<file path="config.mk">
export PLATFORM = sky130hd
export DESIGN_NAME = exec_unit16
export DESIGN_NICKNAME = d
export VERILOG_FILES = /design/src/rtl/cpu_pkg.sv /design/src/rtl/muldiv_iter16.sv /design/src/rtl/exec_unit16.sv
export SDC_FILE = /design/constraint.sdc
export NUM_CORES = 1
export LEC_CHECK = 0
export CAP_MARGIN = 0
export CORE_MARGIN = 2
export CORE_UTILIZATION = 58
export CTS_CLUSTER_SIZE = 30
export DETAILED_ROUTE_END_ITERATION = 8
export GPL_ROUTABILITY_DRIVEN = 1
export HOLD_SLACK_MARGIN = 0.1
export PLACE_DENSITY = 0.79
export SYNTH_ARGS = -nofsm -noshare
export SYNTH_HDL_FRONTEND = slang
export SYNTH_HIERARCHICAL = 1
export SYNTH_SLANG_ARGS = --single-unit
</file>
<file path="constraint.sdc">
create_clock -name clk -period 4.9 [get_ports clk]
set_input_delay 0.735 -clock clk [delete_from_list [all_inputs] [get_ports clk]]
set_output_delay 0.735 -clock clk [all_outputs]
set_load 0.02 [all_outputs]
</file>
<file path="src/rtl/cpu_pkg.sv">
// Shared definitions for the execute stage: default widths, opcodes,
// FSM state encoding and the iterative-unit mode select.
package cpu_pkg;

   localparam int unsigned WIDTH_DEF = 16;
   localparam int unsigned SEL_W_DEF = 4;
   localparam int unsigned OP_W      = 3;

   localparam logic [OP_W-1:0] OP_ADD  = 3'd0;
   localparam logic [OP_W-1:0] OP_SUB  = 3'd1;
   localparam logic [OP_W-1:0] OP_AND  = 3'd2;
   localparam logic [OP_W-1:0] OP_OR   = 3'd3;
   localparam logic [OP_W-1:0] OP_XOR  = 3'd4;
   localparam logic [OP_W-1:0] OP_SHL  = 3'd5;
   localparam logic [OP_W-1:0] OP_MUL  = 3'd6;
   localparam logic [OP_W-1:0] OP_DIVU = 3'd7;

   // Mode select for the shared multiply/divide datapath
   localparam logic MD_MUL = 1'b0;
   localparam logic MD_DIV = 1'b1;

   typedef enum logic [1:0] {
      IDLE = 2'd0,
      ITER = 2'd1,
      WB   = 2'd2
   } state_t;

   // True for opcodes that run through the iterative unit
   function automatic logic is_iter_op(input logic [OP_W-1:0] op);
      return (op == OP_MUL) || (op == OP_DIVU);
   endfunction

endpackage

</file>
<file path="src/rtl/muldiv_iter16.sv">
// Shared iterative datapath: unsigned shift-add multiply (low WIDTH bits)
// and restoring divide (quotient), one bit per step, WIDTH steps.
// Ports:
//   clk, rst_n    clock, synchronous active-low reset
//   load          capture operands/mode, counter <= WIDTH-1
//   mode          MD_MUL or MD_DIV (sampled on load)
//   step          advance one iteration
//   a, b          operands (mul: a*b, div: a/b)
//   done_c        last iteration is being taken this cycle
//   result_c      value the accumulators hold after this step
module muldiv_iter16
   import cpu_pkg::*;
#(
   parameter int unsigned WIDTH = WIDTH_DEF
) (
   input  logic             clk,
   input  logic             rst_n,
   input  logic             load,
   input  logic             mode,
   input  logic             step,
   input  logic [WIDTH-1:0] a,
   input  logic [WIDTH-1:0] b,
   output logic             done_c,
   output logic [WIDTH-1:0] result_c
);

   localparam int unsigned CNT_W = $clog2(WIDTH);

   // acc: product (mul) / partial remainder (div)
   // sr:  multiplier shifting right (mul) / dividend->quotient shifting left (div)
   // opnd: multiplicand shifting left (mul) / divisor (div)
   logic [WIDTH-1:0] acc_q, sr_q, opnd_q;
   logic [CNT_W-1:0] cnt_q;
   logic             mode_q;

   logic [WIDTH-1:0] acc_n, sr_n, opnd_n, diff;
   logic [WIDTH:0]   rem_sh;
   logic             ge;

   // One iteration of the selected algorithm
   always_comb begin
      acc_n  = acc_q;
      sr_n   = sr_q;
      opnd_n = opnd_q;
      rem_sh = {acc_q, sr_q[WIDTH-1]};
      ge     = (rem_sh >= {1'b0, opnd_q});
      // When ge holds the difference is below the divisor, so it fits WIDTH bits
      diff   = rem_sh[WIDTH-1:0] - opnd_q;
      if (mode_q == MD_MUL) begin
         acc_n  = acc_q + (sr_q[0] ? opnd_q : '0);
         sr_n   = sr_q >> 1;
         opnd_n = opnd_q << 1;
      end else begin
         // Zero divisor: ge is always true, so the quotient fills with ones
         acc_n = ge ? diff : rem_sh[WIDTH-1:0];
         sr_n  = {sr_q[WIDTH-2:0], ge};
      end
   end

   assign done_c   = step && (cnt_q == '0);
   assign result_c = (mode_q == MD_MUL) ? acc_n : sr_n;

   // Iteration registers
   always_ff @(posedge clk) begin
      if (!rst_n) begin
         acc_q  <= '0;
         sr_q   <= '0;
         opnd_q <= '0;
         cnt_q  <= '0;
         mode_q <= MD_MUL;
      end else if (load) begin
         acc_q  <= '0;
         sr_q   <= (mode == MD_MUL) ? b : a;
         opnd_q <= (mode == MD_MUL) ? a : b;
         cnt_q  <= CNT_W'(WIDTH - 1);
         mode_q <= mode;
      end else if (step) begin
         acc_q  <= acc_n;
         sr_q   <= sr_n;
         opnd_q <= opnd_n;
         cnt_q  <= cnt_q - CNT_W'(1);
      end
   end

endmodule

</file>
<file path="src/rtl/exec_unit16.sv">
// Execute stage after the register file: one ALU op in flight, write-back
// triple (wb_data, wb_sel, wb_en) feeds the file's write port.
// Ports:
//   clk, rst_n        clock, synchronous active-low reset
//   start, op         issue request and opcode (sampled only when idle)
//   dst_sel           destination register
//   a, b              operands from register file ports A/B
//   busy              FSM not idle; backpressure to the issuer
//   wb_data, wb_sel   result and destination, held between write-backs
//   wb_en             one-cycle write pulse
//   flag_z, flag_c    zero and carry/borrow of the last write-back
module exec_unit16
   import cpu_pkg::*;
#(
   parameter int unsigned WIDTH = WIDTH_DEF,
   parameter int unsigned SEL_W = SEL_W_DEF
) (
   input  logic             clk,
   input  logic             rst_n,
   input  logic             start,
   input  logic [OP_W-1:0]  op,
   input  logic [SEL_W-1:0] dst_sel,
   input  logic [WIDTH-1:0] a,
   input  logic [WIDTH-1:0] b,
   output logic             busy,
   output logic [WIDTH-1:0] wb_data,
   output logic [SEL_W-1:0] wb_sel,
   output logic             wb_en,
   output logic             flag_z,
   output logic             flag_c
);

   localparam int unsigned SHAMT_W = $clog2(WIDTH);

   state_t           state_q, state_n;
   logic [SEL_W-1:0] dst_q;

   logic             accept_c, md_load_c, md_step_c, md_done_c, wb_load_c;
   logic             md_mode_c;
   logic [WIDTH-1:0] md_result_c;
   logic [WIDTH:0]   add_c;
   logic [WIDTH-1:0] alu_res_c, res_c;
   logic             alu_cy_c, res_cy_c;
   logic [SEL_W-1:0] res_sel_c;

   // Single-cycle ALU on the operands presented at the accept edge; these are
   // the same values the iterative unit and dst_q capture on that edge
   always_comb begin
      add_c     = {1'b0, a} + {1'b0, b};
      alu_res_c = '0;
      alu_cy_c  = 1'b0;
      case (op)
         OP_ADD: begin
            alu_res_c = add_c[WIDTH-1:0];
            alu_cy_c  = add_c[WIDTH];
         end
         OP_SUB: begin
            alu_res_c = a - b;
            alu_cy_c  = (a < b);
         end
         OP_AND:  alu_res_c = a & b;
         OP_OR:   alu_res_c = a | b;
         OP_XOR:  alu_res_c = a ^ b;
         OP_SHL:  alu_res_c = a << b[SHAMT_W-1:0];
         default: alu_res_c = '0;
      endcase
   end

   assign md_mode_c = (op == OP_DIVU) ? MD_DIV : MD_MUL;
   assign md_step_c = (state_q == ITER);

   muldiv_iter16 #(
      .WIDTH (WIDTH)
   ) u_muldiv (
      .clk      (clk),
      .rst_n    (rst_n),
      .load     (md_load_c),
      .mode     (md_mode_c),
      .step     (md_step_c),
      .a        (a),
      .b        (b),
      .done_c   (md_done_c),
      .result_c (md_result_c)
   );

   // Next-state and write-back selection
   always_comb begin
      state_n   = state_q;
      accept_c  = 1'b0;
      md_load_c = 1'b0;
      wb_load_c = 1'b0;
      res_c     = alu_res_c;
      res_cy_c  = alu_cy_c;
      res_sel_c = dst_sel;
      case (state_q)
         IDLE: begin
            if (start) begin
               accept_c = 1'b1;
               if (is_iter_op(op)) begin
                  md_load_c = 1'b1;
                  state_n   = ITER;
               end else begin
                  wb_load_c = 1'b1;
                  state_n   = WB;
               end
            end
         end
         ITER: begin
            if (md_done_c) begin
               wb_load_c = 1'b1;
               res_c     = md_result_c;
               res_cy_c  = 1'b0;
               res_sel_c = dst_q;
               state_n   = WB;
            end
         end
         WB:      state_n = IDLE;
         default: state_n = IDLE;
      endcase
   end

   // State register
   always_ff @(posedge clk) begin
      if (!rst_n) state_q <= IDLE;
      else        state_q <= state_n;
   end

   // Registered outputs; write-back fields load on the edge entering WB
   always_ff @(posedge clk) begin
      if (!rst_n) begin
         dst_q   <= '0;
         busy    <= 1'b0;
         wb_en   <= 1'b0;
         wb_data <= '0;
         wb_sel  <= '0;
         flag_z  <= 1'b0;
         flag_c  <= 1'b0;
      end else begin
         busy  <= (state_n != IDLE);
         wb_en <= wb_load_c;
         if (accept_c) dst_q <= dst_sel;
         if (wb_load_c) begin
            wb_data <= res_c;
            wb_sel  <= res_sel_c;
            flag_z  <= (res_c == '0);
            flag_c  <= res_cy_c;
         end
      end
   end

endmodule

</file>
# Yosys cells after proc, flatten, opt, wreduce, memory -nomap -nowiden
# Index checks and enable logic that the tools add are counted.
# op_classes
n_addsub,5
order_cmp,2
muxes,36
reduce_logical,10
eq_ne,9
n_shift,1
bitwise,4
# op_table
op,n
two-way mux 16 bit,14
case mux 16 bit (6 select lines),1
subtractor 16 bit,2
adder 16 x 16 -> 17 bit,1
greater-or-equal comparator 17 x 16 -> 1 bit,1
adder 16 bit,1
AND 16 bit,1
logical NOT 16 bit,1
< comparator 16 bit,1
two-way mux 4 bit,4
bitwise OR 16 bit,1
left shift 16 x 4 -> 16 bit,1
XOR 16 bit,1
== test 3 bit (second input constant),4
two-way mux 1 bit,11
== test 3 x 2 -> 1 bit (second input constant),2
two-way mux 2 bit,3
logical NOT 4 bit,1
case mux 1 bit (2 select lines),2
case mux 2 bit (2 select lines),1
nonzero test 2 bit,2
subtractor 4 x 1 -> 4 bit (second input constant),1
== test 3 x 1 -> 1 bit (second input constant),1
logical NOT 3 bit,1
8 further kinds,8
# word_totals
inputBits,42
out_inout_bits,24
ff_bits,83
elab_cells,80

# Logic depth before layout (Yosys ltp)
# Gate-level depths: netlist (run 1).
# logic_depth
ltp_word,7
ltp_mapped,20
mapped_depth_nobuf,19

# Modules after synthesis
# The synthesis (run 1) kept the hierarchy.
# modules_own_cells
module,cells_per_inst,area_per_inst_um2,seq_area_each_um2,instances
exec_unit16,625,4699.5,600.6,1
muldiv_iter16,612,4643.2,1061.0,1

# Worst setup path after synthesis (run 1)
# Ideal clock, no wire load.
# synth_path
path_type,flip-flop to flip-flop
from,register u_muldiv.sr_q[0]
to,register flag_z
path_buffers,1
required_time_ns,4.840
path_slack_ns,1.265
setup_time_ns,0.060
period_less_slack_ns,3.635
path_stages_with_launch,20
arrival_time_ns,3.575
cell_sequence,dfxtp_1 > inv_1 > clkbuf_1 > nor2_1 > ha_1 > and3_1 > a21oi_1 > nand3_2 > a221o_1 > a31oi_1 > xnor2_1 > a21oi_1 > a22o_1 > a211oi_1 > nand3_1 > a2111o_1 > o211ai_1 > and3b_1 > o2111ai_1 > nand2_1
# synth_via
elab_chain_cells,7
word_cells_on_any_way,8
cone_classes,add/sub (1); mux (6); reduce/logical (1)
# synth_rtl
item,line_no,rtl
"start, declared",muldiv_iter16.sv:32,"logic [WIDTH-1:0] acc_q, sr_q, opnd_q;"
"start signal, assigned",muldiv_iter16.sv:73,sr_q <= (mode == MD_MUL) ? b : a;
"start signal, assigned",muldiv_iter16.sv:79,sr_q <= sr_n;
two-way mux 16 bit,muldiv_iter16.sv:50,acc_n = acc_q + (sr_q[0] ? opnd_q : '0);
adder 16 bit,muldiv_iter16.sv:50,
two-way mux 16 bit,muldiv_iter16.sv:49,if (mode_q == MD_MUL) begin
two-way mux 16 bit,muldiv_iter16.sv:61,assign result_c = (mode_q == MD_MUL) ? acc_n : sr_n;
net md_result_c[15],exec_unit16.sv:40,logic [WIDTH-1:0] md_result_c;
two-way mux 16 bit,exec_unit16.sv:109,if (md_done_c) begin
two-way mux 16 bit,exec_unit16.sv:95,case (state_q)
logical NOT 16 bit,exec_unit16.sv:145,flag_z <= (res_c == '0);
"end signal, assigned",exec_unit16.sv:145,
"end, declared",exec_unit16.sv:29,"output logic flag_z,"
# The timed path passes the listed nets, and every way through them passes these cells.
# A chain may end at the register's enable or synchronous reset.

# Final worst setup path (run 1)
# Same ends and word-level chain as after synthesis.

==> results of run 1 <==
-- registers in the layout (all words and copies together) (netlist names) --
signal / flops
u_muldiv/sr_q: 16
u_muldiv/mode_q: 1
flag_z: 1
wb_sel: 4
dst_q: 4
u_muldiv/opnd_q: 16
u_muldiv/cnt_q: 4
u_muldiv/acc_q: 16
wb_data: 16
wb_en: 1
state_q: 2
flag_c: 1
busy: 1
-- routing by layer --
metal / up-vias / part of all wire (%) / track usage [%]
li1: 4615 / - / -
met1: 4517 / 43 / 47.16
met2: 451 / 44 / 55.58
met3: 84 / 7.3 / 4.845
met4: 0 / 4.9 / 17.27
met5: - / 0 / 0
-- layout by cell type, fill, tap and decap left out, types with 8 or more instances in the layout --
cell             instances
a221oi_1                 8
buf_4                   31
a21oi_1                 82
mux2i_1                 43
nor2b_1                 37
nor3_1                  23
clkbuf_16                9
ha_1                    85
clkdlybuf4s50_1         65
o31ai_1                 12
o211ai_1                17
mux4_2                   9
a21o_1                  16
o21a_1                  12
a211oi_1                57
xnor2_1                 22
o21bai_1                 8
o211a_1                 11
nand3_1                 40
a31oi_1                 21
nand2b_1                13
o21ai_0                 56
nor2_1                 127
xor2_1                  13
nand2_1                106
inv_1                   70
dfxtp_1                 82
o21ai_1                 14
-- worst max-delay path, stage by stage (launching register included) --
cell and delay (ns):
dfxtp_1 0.52, inv_1 0.29, nor2_1 0.17, ha_1 0.31, o21ai_1 0.19, nand2b_1 0.12
and3_1 0.20, a221o_1 0.36, a31oi_1 0.21, xnor2_1 0.22, a21oi_1 0.21, a22o_1 0.25
a211oi_1 0.17, nand3_1 0.17, a2111o_1 0.39, o211ai_1 0.12, and3b_1 0.19, o2111ai_1 0.09
nand2_1 0.08
-- worst paths after layout --
| path | cells after the start | endpoint | slack [ns] |
|---|---|---|---|
| setup / recovery | 18 | flag_z | 0.60 |
| hold / removal | 2 | wb_data[14] | 0.45 |
| setup reg to reg | 18 | flag_z | 0.60 |
| hold reg to reg | 2 | wb_data[14] | 0.45 |
-- layout make-up --
type / count / area (µm²)
Fill cell: 1428 / 5353
Multi-Input combinational cell: 1002 / 7081
Timing Repair Buffer: 96 / 883.3
Clock buffer: 9 / 225.2
Inverter: 77 / 289.0
Tap cell: 216 / 270.3
Clock inverter: 7 / 63.81
Sequential cell: 83 / 1663
-- kinds of logic after synthesis --
family                   after synthesis  synth area share [%]
multiplexers                          61                 7.901
adder cells (fa/ha/maj)               89                 12.24
AO/OA/AOI/OAI                        408                 30.95
buffers and inverters                152                 6.643
AND/OR/NAND/NOR                      409                 21.20
XOR/XNOR                              35                 3.281
flip-flops                            83                 17.78
-- through the flow --
step           setup WS (ns)  hold slack [ns]  cell area [µm²]  total power (µW)  util [%]
2_1_floorplan          1.265           0.4825             9343              1356         -
3_3_place_gp          0.7021           0.4409            10190              1607     64.36
3_5_place_dp          0.6791           0.4463            10190              1616     64.36
4_1_cts               0.7079           0.4558            10480              2291     66.18
5_1_grt               0.2229           0.4765            10480              2425     66.18
6_report              0.6036           0.4530            10480              2305     66.18
-- where the power goes --
group | internal (µW) | switching, µW | total (µW)
registers | 715 | 28.2 | 743
clock network | 356 | 319 | 676
logic | 349 | 537 | 886
==> results.cfg, run 1 <==
[run_status]
status = complete, no violations

[clock_tree]
clock_latency_ns = 0.35
cts_root_buf = clkbuf_16
cts_tree = yes
clk_pin_slew_worst_paths_ns = 0.07
postCtsHoldBufs = 0
postCtsSetupBuffers = 0
clk_path_buf_depth = 2
cts_resized = 0
cts_max_level = 3
cts_sinks = 83
numCtsBuffers = 9

[floorplanning]
start_util_pct = 59.03
rows = 46
die_h_um = 130.9
die_area_um2 = 17140
die_w_um = 130.9
ios = 66
core_area_um2 = 15830

[timing]
min_period_ns = 4.296
slew_headroom_pct = 30.76
drv_slew = 0
fin_setup_tns_ns = 0
post-route-period-util_pct = 87.68
grt_setup_unrepaired = false
finalSetupViolations = 0
hold_viol_final = 0
clock.fmax_mhz = 232.8
finClkSkew_ns = 0.01366
tightest_slew_ns = 1.037

[logic_synthesis]
yosys.cell_count.top_type = nor2_1
synth_area_leader_cell = dfxtp_1
syn_area_per_cell_um2 = 7.553
synthFlopType = dfxtp_1
synth_fp_nets = 1368
synth_area_um2 = 9343
synth_edf_count = 0
synth_area_leaders = dfxtp_1 (18%), ha_1 (11%), nor2_1 (5.2%), mux2i_1 (4.6%), a211oi_1 (4.6%)
ys_top_cells_by_count = nor2_1 (129), nand2_1 (106), ha_1 (85)
synth_cell_type_count = 104
synth.top_cell.area_share_pct = 17.78
syn_inst = 1237
yosys_warnings = 6
seq_area_frac_synth_pct = 17.78
ys_ff_latch = 83
ys_async_sr_fraction_pct = 0

[layout]
drive_gt1_share_pct = 8.477
nets = 1400
num_antenna_cells = 0
final_cells = 1490
area_growth_pct = 12.12

[drt]
dr_total_vias = 9667
drtIter0Drc = 1179
route.detailed.drc = 0
wl_mm = 29.71
first_pass_iters = 5
antenna_left = 0
route.detailed.wl_per_inst_um = 19.94
viasPerCell = 6.488

[setup_path]
crit_arrival_ns = 4.60
crit_path_start = u_muldiv/sr_q[0]
worstSetupPathType = reg -> reg
crit_required_ns = 5.20
start_kind = register
regToRegStartpoint = u_muldiv/sr_q[0]
crit_fanout = 14
endpoint_kind = register

[global_route]
grt_antenna_before_repair = 0
overflow = 0
grt_pass1_wl_mm = 47.04
gr-usage-all-layers_pct = 35.13
grt_pass1_vias = 8815
grt_max_degree = 48

[placed_design]
hpwlAfterDp_mm = 23.01
numPortBuffers = 65
dpl.cell_count = 1474
gp_congestion = 1.047

[min_path]
min_from = wb_data[14]
hold_class = reg -> reg

[power_and_ir_drop]
peakVddDrop_mv = 0.1554
power_leakage_uw = 0.004208
p_per_area_nw_per_um2 = 220.0

[run]
cap_viol_max_count = 0
Power figures use the tool's default switching activity.
==> inputs of run 2 (changes only) <==
==> constraint.sdc (replaced) <==
create_clock -name clk -period 4.9 [get_ports clk]
set_input_delay 0.735 -clock clk [delete_from_list [all_inputs] [get_ports clk]]
set_output_delay 0.735 -clock clk [all_outputs]
set_load 0.1 [all_outputs]
==> results of run 2 <==
Same layout as run 1 (identical final DEF). Status: complete, no violations.
Among the figures that moved: total power 2305 µW -> 2386 µW
